`src/rtl/uart_pkg.sv`:
```
// rtl/uart_pkg.sv - shared UART constants and state encoding for the TX and RX blocks
package uart_pkg;

  localparam int OVERSAMPLE  = 16;
  localparam int DBIT_DEF    = 8;
  localparam int SB_TICK_DEF = 16;

  localparam logic [1:0] ST_IDLE  = 2'd0;
  localparam logic [1:0] ST_START = 2'd1;
  localparam logic [1:0] ST_DATA  = 2'd2;
  localparam logic [1:0] ST_STOP  = 2'd3;

  typedef enum logic [1:0] {
    IDLE  = ST_IDLE,
    START = ST_START,
    DATA  = ST_DATA,
    STOP  = ST_STOP
  } state_t;

endpackage

```
`src/rtl/uart_tx_serializer.sv`:
```
// rtl/uart_tx_serializer.sv - UART frame serializer paced by an external 16x s_tick
module uart_tx_serializer
  import uart_pkg::*;
#(
  parameter int DBIT    = DBIT_DEF,
  parameter int SB_TICK = SB_TICK_DEF
) (
  input  logic            clk,
  input  logic            reset,
  input  logic            s_tick,
  input  logic            tx_start,
  input  logic [DBIT-1:0] din,
  output logic            tx_busy,
  output logic            tx_done_tick,
  output logic            tx
);

  localparam logic [4:0] TICK_LAST = 5'(OVERSAMPLE - 1);
  localparam logic [4:0] STOP_LAST = 5'(SB_TICK - 1);
  localparam logic [2:0] BIT_LAST  = 3'(DBIT - 1);

  state_t          state_q, state_n;
  logic [4:0]      tick_q, tick_n;
  logic [2:0]      bit_q, bit_n;
  logic [DBIT-1:0] sh_q, sh_n;
  logic            tx_q, tx_n;
  logic            busy_q, busy_n;
  logic            done_q, done_n;

  always_ff @(posedge clk) begin
    if (!reset) state_q <= IDLE;
    else        state_q <= state_n;
  end

  always_comb begin
    state_n = state_q;
    unique case (state_q)
      IDLE:  if (tx_start) state_n = START;
      START: if (s_tick && tick_q == TICK_LAST) state_n = DATA;
      DATA:  if (s_tick && tick_q == TICK_LAST && bit_q == BIT_LAST) state_n = STOP;
      STOP:  if (s_tick && tick_q == STOP_LAST) state_n = IDLE;
      default: state_n = IDLE;
    endcase
  end

  always_comb begin
    tick_n = tick_q;
    bit_n  = bit_q;
    sh_n   = sh_q;
    busy_n = busy_q;
    done_n = 1'b0;
    unique case (state_q)
      IDLE: begin
        if (tx_start) begin
          sh_n   = din;
          tick_n = 5'd0;
          busy_n = 1'b1;
        end
      end
      START: begin
        if (s_tick) begin
          if (tick_q == TICK_LAST) begin
            tick_n = 5'd0;
            bit_n  = 3'd0;
          end else begin
            tick_n = tick_q + 5'd1;
          end
        end
      end
      DATA: begin
        if (s_tick) begin
          if (tick_q == TICK_LAST) begin
            tick_n = 5'd0;
            sh_n   = sh_q >> 1;
            if (bit_q != BIT_LAST) bit_n = bit_q + 3'd1;
          end else begin
            tick_n = tick_q + 5'd1;
          end
        end
      end
      STOP: begin
        if (s_tick) begin
          if (tick_q == STOP_LAST) begin
            done_n = 1'b1;
            busy_n = 1'b0;
          end else begin
            tick_n = tick_q + 5'd1;
          end
        end
      end
      default: ;
    endcase
    // Line level is derived from where the FSM lands, so tx changes on the same edge as the state.
    unique case (state_n)
      START:   tx_n = 1'b0;
      DATA:    tx_n = sh_n[0];
      default: tx_n = 1'b1;
    endcase
  end

  always_ff @(posedge clk) begin
    if (!reset) begin
      tick_q <= 5'd0;
      bit_q  <= 3'd0;
      sh_q   <= '0;
      tx_q   <= 1'b1;
      busy_q <= 1'b0;
      done_q <= 1'b0;
    end else begin
      tick_q <= tick_n;
      bit_q  <= bit_n;
      sh_q   <= sh_n;
      tx_q   <= tx_n;
      busy_q <= busy_n;
      done_q <= done_n;
    end
  end

  assign tx           = tx_q;
  assign tx_busy      = busy_q;
  assign tx_done_tick = done_q;

endmodule
```
`config.mk`:
```
export PLATFORM = sky130hd
export DESIGN_NAME = uart_tx_serializer
export DESIGN_NICKNAME = d
export VERILOG_FILES = /design/src/rtl/uart_pkg.sv /design/src/rtl/uart_tx_serializer.sv
export SDC_FILE = /design/constraint.sdc
export NUM_CORES = 1
export LEC_CHECK = 0
export ABC_CLOCK_PERIOD_IN_PS = 4400
export CAP_MARGIN = 20
export CORE_UTILIZATION = 40
export DETAILED_ROUTE_END_ITERATION = 16
export MAX_ROUTING_LAYER = met4
export PLACE_DENSITY = 0.66
export SYNTH_ARGS = -nofsm -noshare
export SYNTH_HDL_FRONTEND = slang
export SYNTH_SLANG_ARGS = --single-unit
```
`constraint.sdc`:
```
create_clock -name clk -period 4.4 [get_ports clk]
set_input_delay 0.88 -clock clk [delete_from_list [all_inputs] [get_ports clk]]
set_output_delay 0.88 -clock clk [all_outputs]
set_load 0.02 [all_outputs]
```
Yosys cells after proc, flatten, opt, wreduce, memory -nomap -nowiden
Cells that the tools add are included.

Add/sub/neg operators: 2. Equality and inequality tests: 18. Muxes and demuxes: 27. Reduce and logical (&&, ||, !) cells: 12.

Operators by type and width (count): $mux W5 (5); $mux W8 (3); $ne A2 B2 Y1 const B (9); $pmux W8 S2 (1); $mux W3 (5); $pmux W5 S3 (1); $reduce_and A4 Y1 (3); $mux W2 (4); $pmux W2 S4 (1); $eq A2 B2 Y1 const B (3); $pmux W3 S2 (1); $reduce_and A6 Y1 (1); $reduce_bool A2 Y1 (3); $add A5 B1 Y5 const B (1); $eq A5 B4 Y1 const B (1); $eq A2 B1 Y1 const B (2); $mux W1 (4); $pmux W1 S2 (2); $add A3 B1 Y3 const B (1); $eq A3 B3 Y1 const B (1); $ne A3 B3 Y1 const B (1); $reduce_and A3 Y1 (1); $logic_and A1 B1 Y1 (2); $logic_not A2 Y1 (1); other kinds (2) (2).

Flip-flop bits (word level): 21. Input bits: 12.

Logic depth before layout (Yosys ltp)
Gate-level depths: netlist of run 1.

Word-level depth: 7. Mapped depth: 8. Depth with buffers taken out: 7.

Least setup slack after synthesis of run 1
OpenSTA, ideal clock, no wires.

Kind: register to register. Start: register tick_q[0]. End: register tx_q, in the netlist tx. Setup time: 0.120 ns. Arrival time: 1.885 ns. Required time: 4.280 ns. Setup slack: 2.396 ns. Cell stages (with the launch flop): 8. Buffers on the path: 0. Cells stage by stage: dfxtp_1 ha_1 and3_1 ha_1 a21bo_1 a221o_1 and2_4 o31a_1.

Word-level cells in the longest chain between the ends: 7. Elaborated cells between the ends (all ways): 13. Those cells by class: eq/ne: 3; mux: 8; reduce/logical: 2.

RTL lines: start: declaration (RTL line uart_tx_serializer.sv:23) `logic [4:0] tick_q, tick_n;`; start signal: assignment (RTL line uart_tx_serializer.sv:110) `tick_q <= tick_n;`; $eq A5 B4 Y1 (*); $logic_and A1 B1 Y1 (RTL line uart_tx_serializer.sv:39, uart_tx_serializer.sv:40, uart_tx_serializer.sv:41); $logic_and A1 B1 Y1 (RTL line uart_tx_serializer.sv:40) `DATA: if (s_tick && tick_q == TICK_LAST && bit_q == BIT_LAST) state_n = STOP;`; $mux W2 (RTL line uart_tx_serializer.sv:40); $pmux W2 S4 (RTL line uart_tx_serializer.sv:37) `unique case (state_q)`; $eq A2 B2 Y1 / $eq A2 B1 Y1 (equally long branches) (RTL line uart_tx_serializer.sv:94) `unique case (state_n)`; $pmux W1 S2 (*) (RTL line uart_tx_serializer.sv:94); end signal: assignment (RTL line uart_tx_serializer.sv:113) `tx_q <= tx_n;`; end: declaration (RTL line uart_tx_serializer.sv:26) `logic tx_q, tx_n;`.

Every way passes the cells marked *; elsewhere a longest branch is shown, timed or not. The select of a mux whose other input is x is not followed. A chain may end at the register's enable or synchronous reset.

Final worst setup path of run 1
Start: input s_tick. End: register tx_q, in the netlist tx.

Word-level cells in the longest chain between the ends: 6. Elaborated cells between the ends (all ways): 11. Those cells by class: eq/ne: 2; mux: 7; reduce/logical: 2.

RTL lines: start: declaration (RTL line uart_tx_serializer.sv:10) `input logic s_tick,`; $logic_and A1 B1 Y1 (RTL line uart_tx_serializer.sv:39, uart_tx_serializer.sv:40, uart_tx_serializer.sv:41); $logic_and A1 B1 Y1 (RTL line uart_tx_serializer.sv:40); $mux W2 (RTL line uart_tx_serializer.sv:40); $pmux W2 S4 (RTL line uart_tx_serializer.sv:37); $eq A2 B2 Y1 / $eq A2 B1 Y1 (equally long branches) (RTL line uart_tx_serializer.sv:94); $pmux W1 S2 (*) (RTL line uart_tx_serializer.sv:94).

Marks and branches as above.

==> results.json, run 1 <==
{
  "numPortBuffers": 14,
  "height_of_the_die_um": 56.7,
  "power_switching_uw": 98.2,
  "largest_net_degree_at_the_start_of_global_routing": 23,
  "ys_seq_area_share_pct": 35.2,
  "crit_path_max_fanout": 14,
  "post-route-worst-setup-slack_ns": 1.74,
  "timing.critical_path.to_type": "flip-flop",
  "drt_drc_violations_left": 0,
  "holdCritStartpoint": "tick_q[0]$_SDFFE_PN0P_",
  "beginning_of_the_worst_register_to_register_path": "tick_q[0]$_SDFFE_PN0P_",
  "tcrit_tclk_final_pct": 60.4,
  "final_util_pct": 49.3,
  "final_net_count": 165,
  "dp_hpwl_um": 1720,
  "finalWeightedCongestion": 0.772,
  "postCtsResizedCells": 0,
  "placed_cell_area_mm2": 0.00135,
  "netlist-cell-type-count": 40,
  "fillCellCount": 265,
  "post_route_cells_drive_above_1_share_pct": 7.04,
  "hold_path_depth": 2,
  "vias": 988,
  "fp.dieW_um": 56.7,
  "slew_violations": 0,
  "p_seq_share_pct": 56.0,
  "post_synth_xor_area_fraction_pct": 0,
  "fin_worst_skew_ns": 0.00595,
  "antenna_left": 0,
  "synth_top_cell_area_share_pct": 35.2,
  "cts_setup_buffers": 0,
  "timing.fmax_ghz": 0.376,
  "synthMuxAreaShare_pct": 1.78,
  "power.share.combinational_pct": 19.1,
  "hold_path_class": "reg2reg",
  "post_synth_and_or_nand_nor_area_fraction_pct": 20.0,
  "initial_standard_cell_utilization_of_the_core_pct": 43.0,
  "clkTransAtPathRegs_ns": 0.12,
  "synth-seq-cells": 21,
  "powerDensity_mw_per_mm2": 269,
  "dp_worst_setup_slack_ns": 1.46,
  "synthesis.nets": 152,
  "min_period_ns": 2.66,
  "hold_buffers": 0,
  "setup-tns-final_ns": 0,
  "clock_sink_count": 21,
  "cts_tree": "done",
  "synth.cell_area_mm2": 0.00119,
  "post_synth.cell_area_avg_um2": 9.19,
  "synth_area_in_compound_gates_pct": 28.4,
  "finish.instance_area_mm2": 0.00137,
  "critical_path_type": "in2reg",
  "tightest_slew_ns": 0.877,
  "wl_per_cell_um": 13.4,
  "p_sw_share_pct": 26.6,
  "r2r_cells": 7,
  "number_of_antenna_violations_at_the_first_check_in_global_routing": 0,
  "r2r_slack_ns": 1.84,
  "core_region_area_mm2": 0.00278,
  "slew_headroom_pct": 41.4,
  "post-synth-top-area-cell": "dfxtp_1",
  "antennaDiodeCount": 0,
  "detail_route.iter0.violations": 29,
  "report.final.hold_viol_count": 0,
  "io-pin-count": 15,
  "power.total_uw": 369,
  "gr_ovfl_total": 0,
  "drv_cap": 0,
  "yosys.area_share.adder_pct": 10.5,
  "critical_path.startpoint_type": "primary input",
  "cellLeakagePower_nw": 0.567,
  "clock_power_share_pct": 24.9,
  "die_area_mm2": 0.00321,
  "synth_cells": 130,
  "vdd_drop_max_mv": 0.193,
  "tritoncts.num_buffers": 3,
  "detail_route.vias_per_cell": 5.71,
  "globalRouteTotalUtil_pct": 15.4,
  "status": "finished clean",
  "layout-area-overhead-vs-synth_pct": 14.9,
  "worst_ep_arrival_time_ns": 2.86,
  "critPathLaunch": "s_tick",
  "synthTopCellsByArea": "dfxtp_1 (35%), ha_1 (10%), a22oi_1 (6.9%)",
  "worstSkewPairLatency_ns": 0.30,
  "global_route_wire_length_before_repair_um": 3840,
  "hold_end": "tick_q[0]$_SDFFE_PN0P_",
  "cp.required_ns": 4.60,
  "dominant_combinational_cell_family_by_area_after_synthesis": "compound AO/OA/AOI/OAI gates",
  "wirelength_um": 2320,
  "number_of_global_route_vias_before_repair": 935,
  "internal_power_uw": 271,
  "clk_root_buffer_cell": "clkbuf_4",
  "rsz0062_at_grt": "false",
  "worst_r2r_dst": "tx$_SDFF_PN1_",
  "cts_max_level": 1,
  "detailedRoute.firstPassIterationCount": 4,
  "setup_viol": 0,
  "num_rows": 19,
  "cts_max_path_buffers": 2,
  "yosysWarnings": 0
}
Yosys cell counts, drive strengths merged:
| library cell | n |
|---|---|
| a21bo | 1 |
| or2b | 1 |
| mux2i | 1 |
| clkbuf | 5 |
| and3b | 1 |
| ha | 10 |
| buf | 1 |
| or3 | 1 |
| a221o | 1 |
| a21oi | 2 |
| mux2 | 1 |
| nand4 | 1 |
| and2b | 2 |
| o211a | 6 |
| nand3 | 1 |
| dfxtp | 21 |
| a2bb2oi | 1 |
| o21ai | 5 |
| a22o | 2 |
| nand4b | 3 |
| o31a | 1 |
| nand3b | 1 |
| a22oi | 11 |
| nand2b | 1 |
| nor2 | 5 |
| o21ba | 1 |
| a211oi | 3 |
| and3 | 4 |
| o21bai | 1 |
| a21boi | 7 |
| nand2 | 12 |
| or2 | 1 |
| o2bb2ai | 1 |
| inv | 6 |
| nor2b | 4 |
| and2 | 4 |
power groups by stage:
| stage | sequential, mW | clock [mW] | combinational, mW |
|---|---|---|---|
| floorplan | 0.212 | 0 | 0.0462 |
| global placement | 0.210 | 0 | 0.0694 |
| detailed placement | 0.211 | 0 | 0.0701 |
| CTS | 0.207 | 0.0952 | 0.0705 |
| global route | 0.208 | 0.106 | 0.0767 |
| finish | 0.206 | 0.0919 | 0.0704 |
state kept, by name (all words and copies together) (netlist names):
signal,count
tx_busy,1
sh_q,8
tx_done_tick,1
bit_q,3
state_q,2
tx,1
tick_q,5
stage by stage:
step | hold slack, ns | instances
6_report | 0.511 | 173
5_1_grt | 0.529 | 173
4_1_cts | 0.514 | 173
3_5_place_dp | 0.486 | 169
3_3_place_gp | 0.472 | 169
2_1_floorplan | 0.454 | 130
cells by family after synthesis:
kind of cell / Yosys count
compound gates: 43
fa+ha+maj: 10
buf+inv: 12
flops: 21
mux: 2
simple gates: 42
worst max-delay path, cell delays in order:
cell and delay [ns]:
clkdlybuf4s50_1 0.57, nand2_1 0.17, a211oi_2 0.79, o21ai_1 0.14, o31a_1 0.30
area by class of cell:
cell class                      instances  area, µm²  area share (%)
Timing Repair Buffer                   14        140            10.2
Multi-Input combinational cell         97        724            52.8
Tap cell                               31       38.8            2.83
Inverter                                6       22.5            1.64
Sequential cell                        21        420            30.6
Clock buffer                            4       26.3            1.91
how the worst max path moves through the flow:
stage,end,slack (ns),cells after the start
after detailed placement,tx$_SDFF_PN1_,1.46,5
final,tx$_SDFF_PN1_,1.74,5
after CTS,tx$_SDFF_PN1_,1.78,5
after global placement,tx$_SDFF_PN1_,1.51,5
after global routing,tx$_SDFF_PN1_,1.67,5
after floorplan,tx$_SDFF_PN1_,2.40,7
per-layer routing:
metal	wire (µm)	GRT usage, %
met1	1090	18.1
met2	1130	26.1
met3	85	3.00
met4	12	5.57
met5	0	-
cell usage in the layout (no fill, tap or decap), types with 2 or more instances in the layout:
cell | Yosys | routed
dfxtp_1 | 21 | 21
clkdlybuf4s50_1 | 0 | 14
nand2_1 | 12 | 12
a22oi_1 | 11 | 11
ha_1 | 10 | 10
a21boi_0 | 7 | 7
inv_1 | 6 | 6
o211a_1 | 6 | 6
nor2_1 | 5 | 5
and3_1 | 4 | 4
o21ai_0 | 4 | 4
nor2b_1 | 4 | 4
nand4b_1 | 3 | 3
and2_1 | 3 | 3
clkbuf_4 | 0 | 3
and2b_2 | 2 | 2
a211oi_1 | 2 | 2
a21oi_1 | 2 | 2
a22o_1 | 2 | 2
(Power assumes the default switching activity.)
==> run 2, diff against run 1 <==
--- a/config.mk
+++ b/config.mk
@@ -5,7 +5,7 @@
 export SDC_FILE = /design/constraint.sdc
 export NUM_CORES = 1
 export LEC_CHECK = 0
-export ABC_CLOCK_PERIOD_IN_PS = 4400
+export ABC_CLOCK_PERIOD_IN_PS = 2550
 export CAP_MARGIN = 20
 export CORE_UTILIZATION = 40
 export DETAILED_ROUTE_END_ITERATION = 16
==> constraint.sdc (replaced) <==
create_clock -name clk -period 2.55 [get_ports clk]
set_input_delay 0.51 -clock clk [delete_from_list [all_inputs] [get_ports clk]]
set_output_delay 0.51 -clock clk [all_outputs]
set_load 0.02 [all_outputs]
==> results.json, run 2 (synthesis gave the netlist of run 1 again) <==
{
  "report.final.hold_viol_count": 0,
  "drt_drc_violations_left": 0,
  "num_rows": 19,
  "tcrit_tclk_final_pct": 84.4,
  "post_route_cells_drive_above_1_share_pct": 9.03,
  "timing.fmax_ghz": 0.465,
  "setup_viol": 0,
  "clk_root_buffer_cell": "clkbuf_4",
  "hold_path_depth": 2,
  "detail_route.vias_per_cell": 5.74,
  "timing.critical_path.to_type": "flip-flop",
  "wl_per_cell_um": 13.2,
  "cts_max_level": 1,
  "global_route_wire_length_before_repair_um": 4080,
  "largest_register_ffs": 8,
  "final_net_count": 167,
  "finalWeightedCongestion": 0.777,
  "slew_violations": 0,
  "core_region_area_mm2": 0.00278,
  "numPortBuffers": 14,
  "cellLeakagePower_nw": 0.580,
  "worst_ep_arrival_time_ns": 2.36,
  "globalRouteTotalUtil_pct": 16.4,
  "cp-endpoint": "tx$_SDFF_PN1_",
  "worst_r2r_dst": "tx$_SDFF_PN1_",
  "vias": 1005,
  "number_of_antenna_violations_at_the_first_check_in_global_routing": 0,
  "r2r_slack_ns": 0.40,
  "number_of_global_route_vias_before_repair": 938,
  "io-pin-count": 15,
  "fp.dieW_um": 56.7,
  "antennaDiodeCount": 0,
  "fin_worst_skew_ns": 0.00359,
  "height_of_the_die_um": 56.7,
  "rsz0062_at_grt": "false",
  "min_period_ns": 2.15,
  "largestRegisters": "sh_q: 8 flops, tick_q: 5 flops, bit_q: 3 flops",
  "drv_cap": 0,
  "slew_headroom_pct": 69.9,
  "postCtsResizedCells": 0,
  "clock_sink_count": 21,
  "wirelength_um": 2310,
  "cts_setup_buffers": 0,
  "vdd_drop_max_mv": 0.331,
  "detailedRoute.firstPassIterationCount": 4,
  "critPathLaunch": "tick_q[0]$_SDFFE_PN0P_",
  "beginning_of_the_worst_register_to_register_path": "tick_q[0]$_SDFFE_PN0P_",
  "layout-area-overhead-vs-synth_pct": 16.2,
  "mostFrequentLayoutCell": "dfxtp_1",
  "largest_net_degree_at_the_start_of_global_routing": 17,
  "status": "finished clean",
  "final_cell_mix": "dfxtp_1 (21), clkdlybuf4s50_1 (14), nand2_1 (12)",
  "powerDensity_mw_per_mm2": 466,
  "tritoncts.num_buffers": 3,
  "cts_tree": "done",
  "final_util_pct": 49.9,
  "r2r_cells": 8,
  "gr_ovfl_total": 0,
  "clkTransAtPathRegs_ns": 0.13,
  "critical_path_type": "reg2reg",
  "cp.required_ns": 2.76,
  "critical_path.startpoint_type": "flip-flop",
  "hold_path_class": "reg2reg",
  "tightest_slew_ns": 0.450,
  "initial_standard_cell_utilization_of_the_core_pct": 43.0,
  "dp_hpwl_um": 1710,
  "antenna_left": 0,
  "detail_route.iter0.violations": 37,
  "worstSkewPairLatency_ns": 0.30,
  "setup-tns-final_ns": 0,
  "largest-register": "sh_q",
  "hold_buffers": 0,
  "cts_max_path_buffers": 2,
  "crit_path_max_fanout": 14,
  "fillCellCount": 272,
  "die_area_mm2": 0.00321
}
-- run 2: changes by cell type in the layout (fill, tap and decap cells not counted), sizes merged --
cell | previous run | this run
buf | 0 | 2
clkbuf | 4 | 3
clkinv | 0 | 1
-- run 2: layout make-up --
type                    count  area (µm²)  area share (%)
clock buffers               3        22.5            1.62
clock inverters             1        5.00           0.360
inverters                   6        22.5            1.62
multi-input cells          97         724            52.2
flip-flops and latches     21         420            30.3
well taps                  31        38.8            2.79
repair buffers             16         155            11.2
-- run 2: through the flow --
stage	setup WS [ns]	instances	power [mW]	hold WS [ns]	area (µm²)
3_5_place_dp	0.375	171	0.489	0.484	1360
6_report	0.399	175	0.647	0.495	1390
2_1_floorplan	0.546	130	0.445	0.454	1190
4_1_cts	0.393	175	0.658	0.502	1390
5_1_grt	0.153	175	0.684	0.525	1390
3_3_place_gp	0.410	171	0.486	0.474	1360
-- run 2: routing by layer --
layer	global-route usage (%)	part of all wire [%]	wire, µm
met5	-	0	0
met4	9.06	1.5	35
met3	2.53	4.5	104
met2	25.2	46	1070
met1	20.6	48	1100
-- run 2: worst max-delay path, cell delays in order (launching register included) --
cell and delay (ns):
dfxtp_1 0.39, ha_1 0.19, and3_1 0.19, ha_1 0.29, nand2_1 0.18, a211oi_2 0.24, buf_4 0.21, o21ai_1 0.09
o31a_1 0.27
-- run 2: power breakdown --
part | switching, mW | leakage [nW] | internal [mW]
clock | 0.107 | 0.0177 | 0.0585
sequential | 0.0102 | 0.172 | 0.346
combinational | 0.0621 | 0.390 | 0.0630
total | 0.179 | 0.580 | 0.468
-- run 2: worst min path at each step --
stage                                   endpoint                   start  slack, ns
after floorplan           tick_q[1]$_SDFFE_PN0P_  tick_q[1]$_SDFFE_PN0P_       0.45
after global placement    tick_q[4]$_SDFFE_PN0P_  tick_q[4]$_SDFFE_PN0P_       0.47
after detailed placement  tick_q[1]$_SDFFE_PN0P_  tick_q[1]$_SDFFE_PN0P_       0.48
after CTS                 tick_q[1]$_SDFFE_PN0P_  tick_q[1]$_SDFFE_PN0P_       0.50
after global routing      tick_q[3]$_SDFFE_PN0P_  tick_q[3]$_SDFFE_PN0P_       0.53
final                     tick_q[1]$_SDFFE_PN0P_  tick_q[1]$_SDFFE_PN0P_       0.50
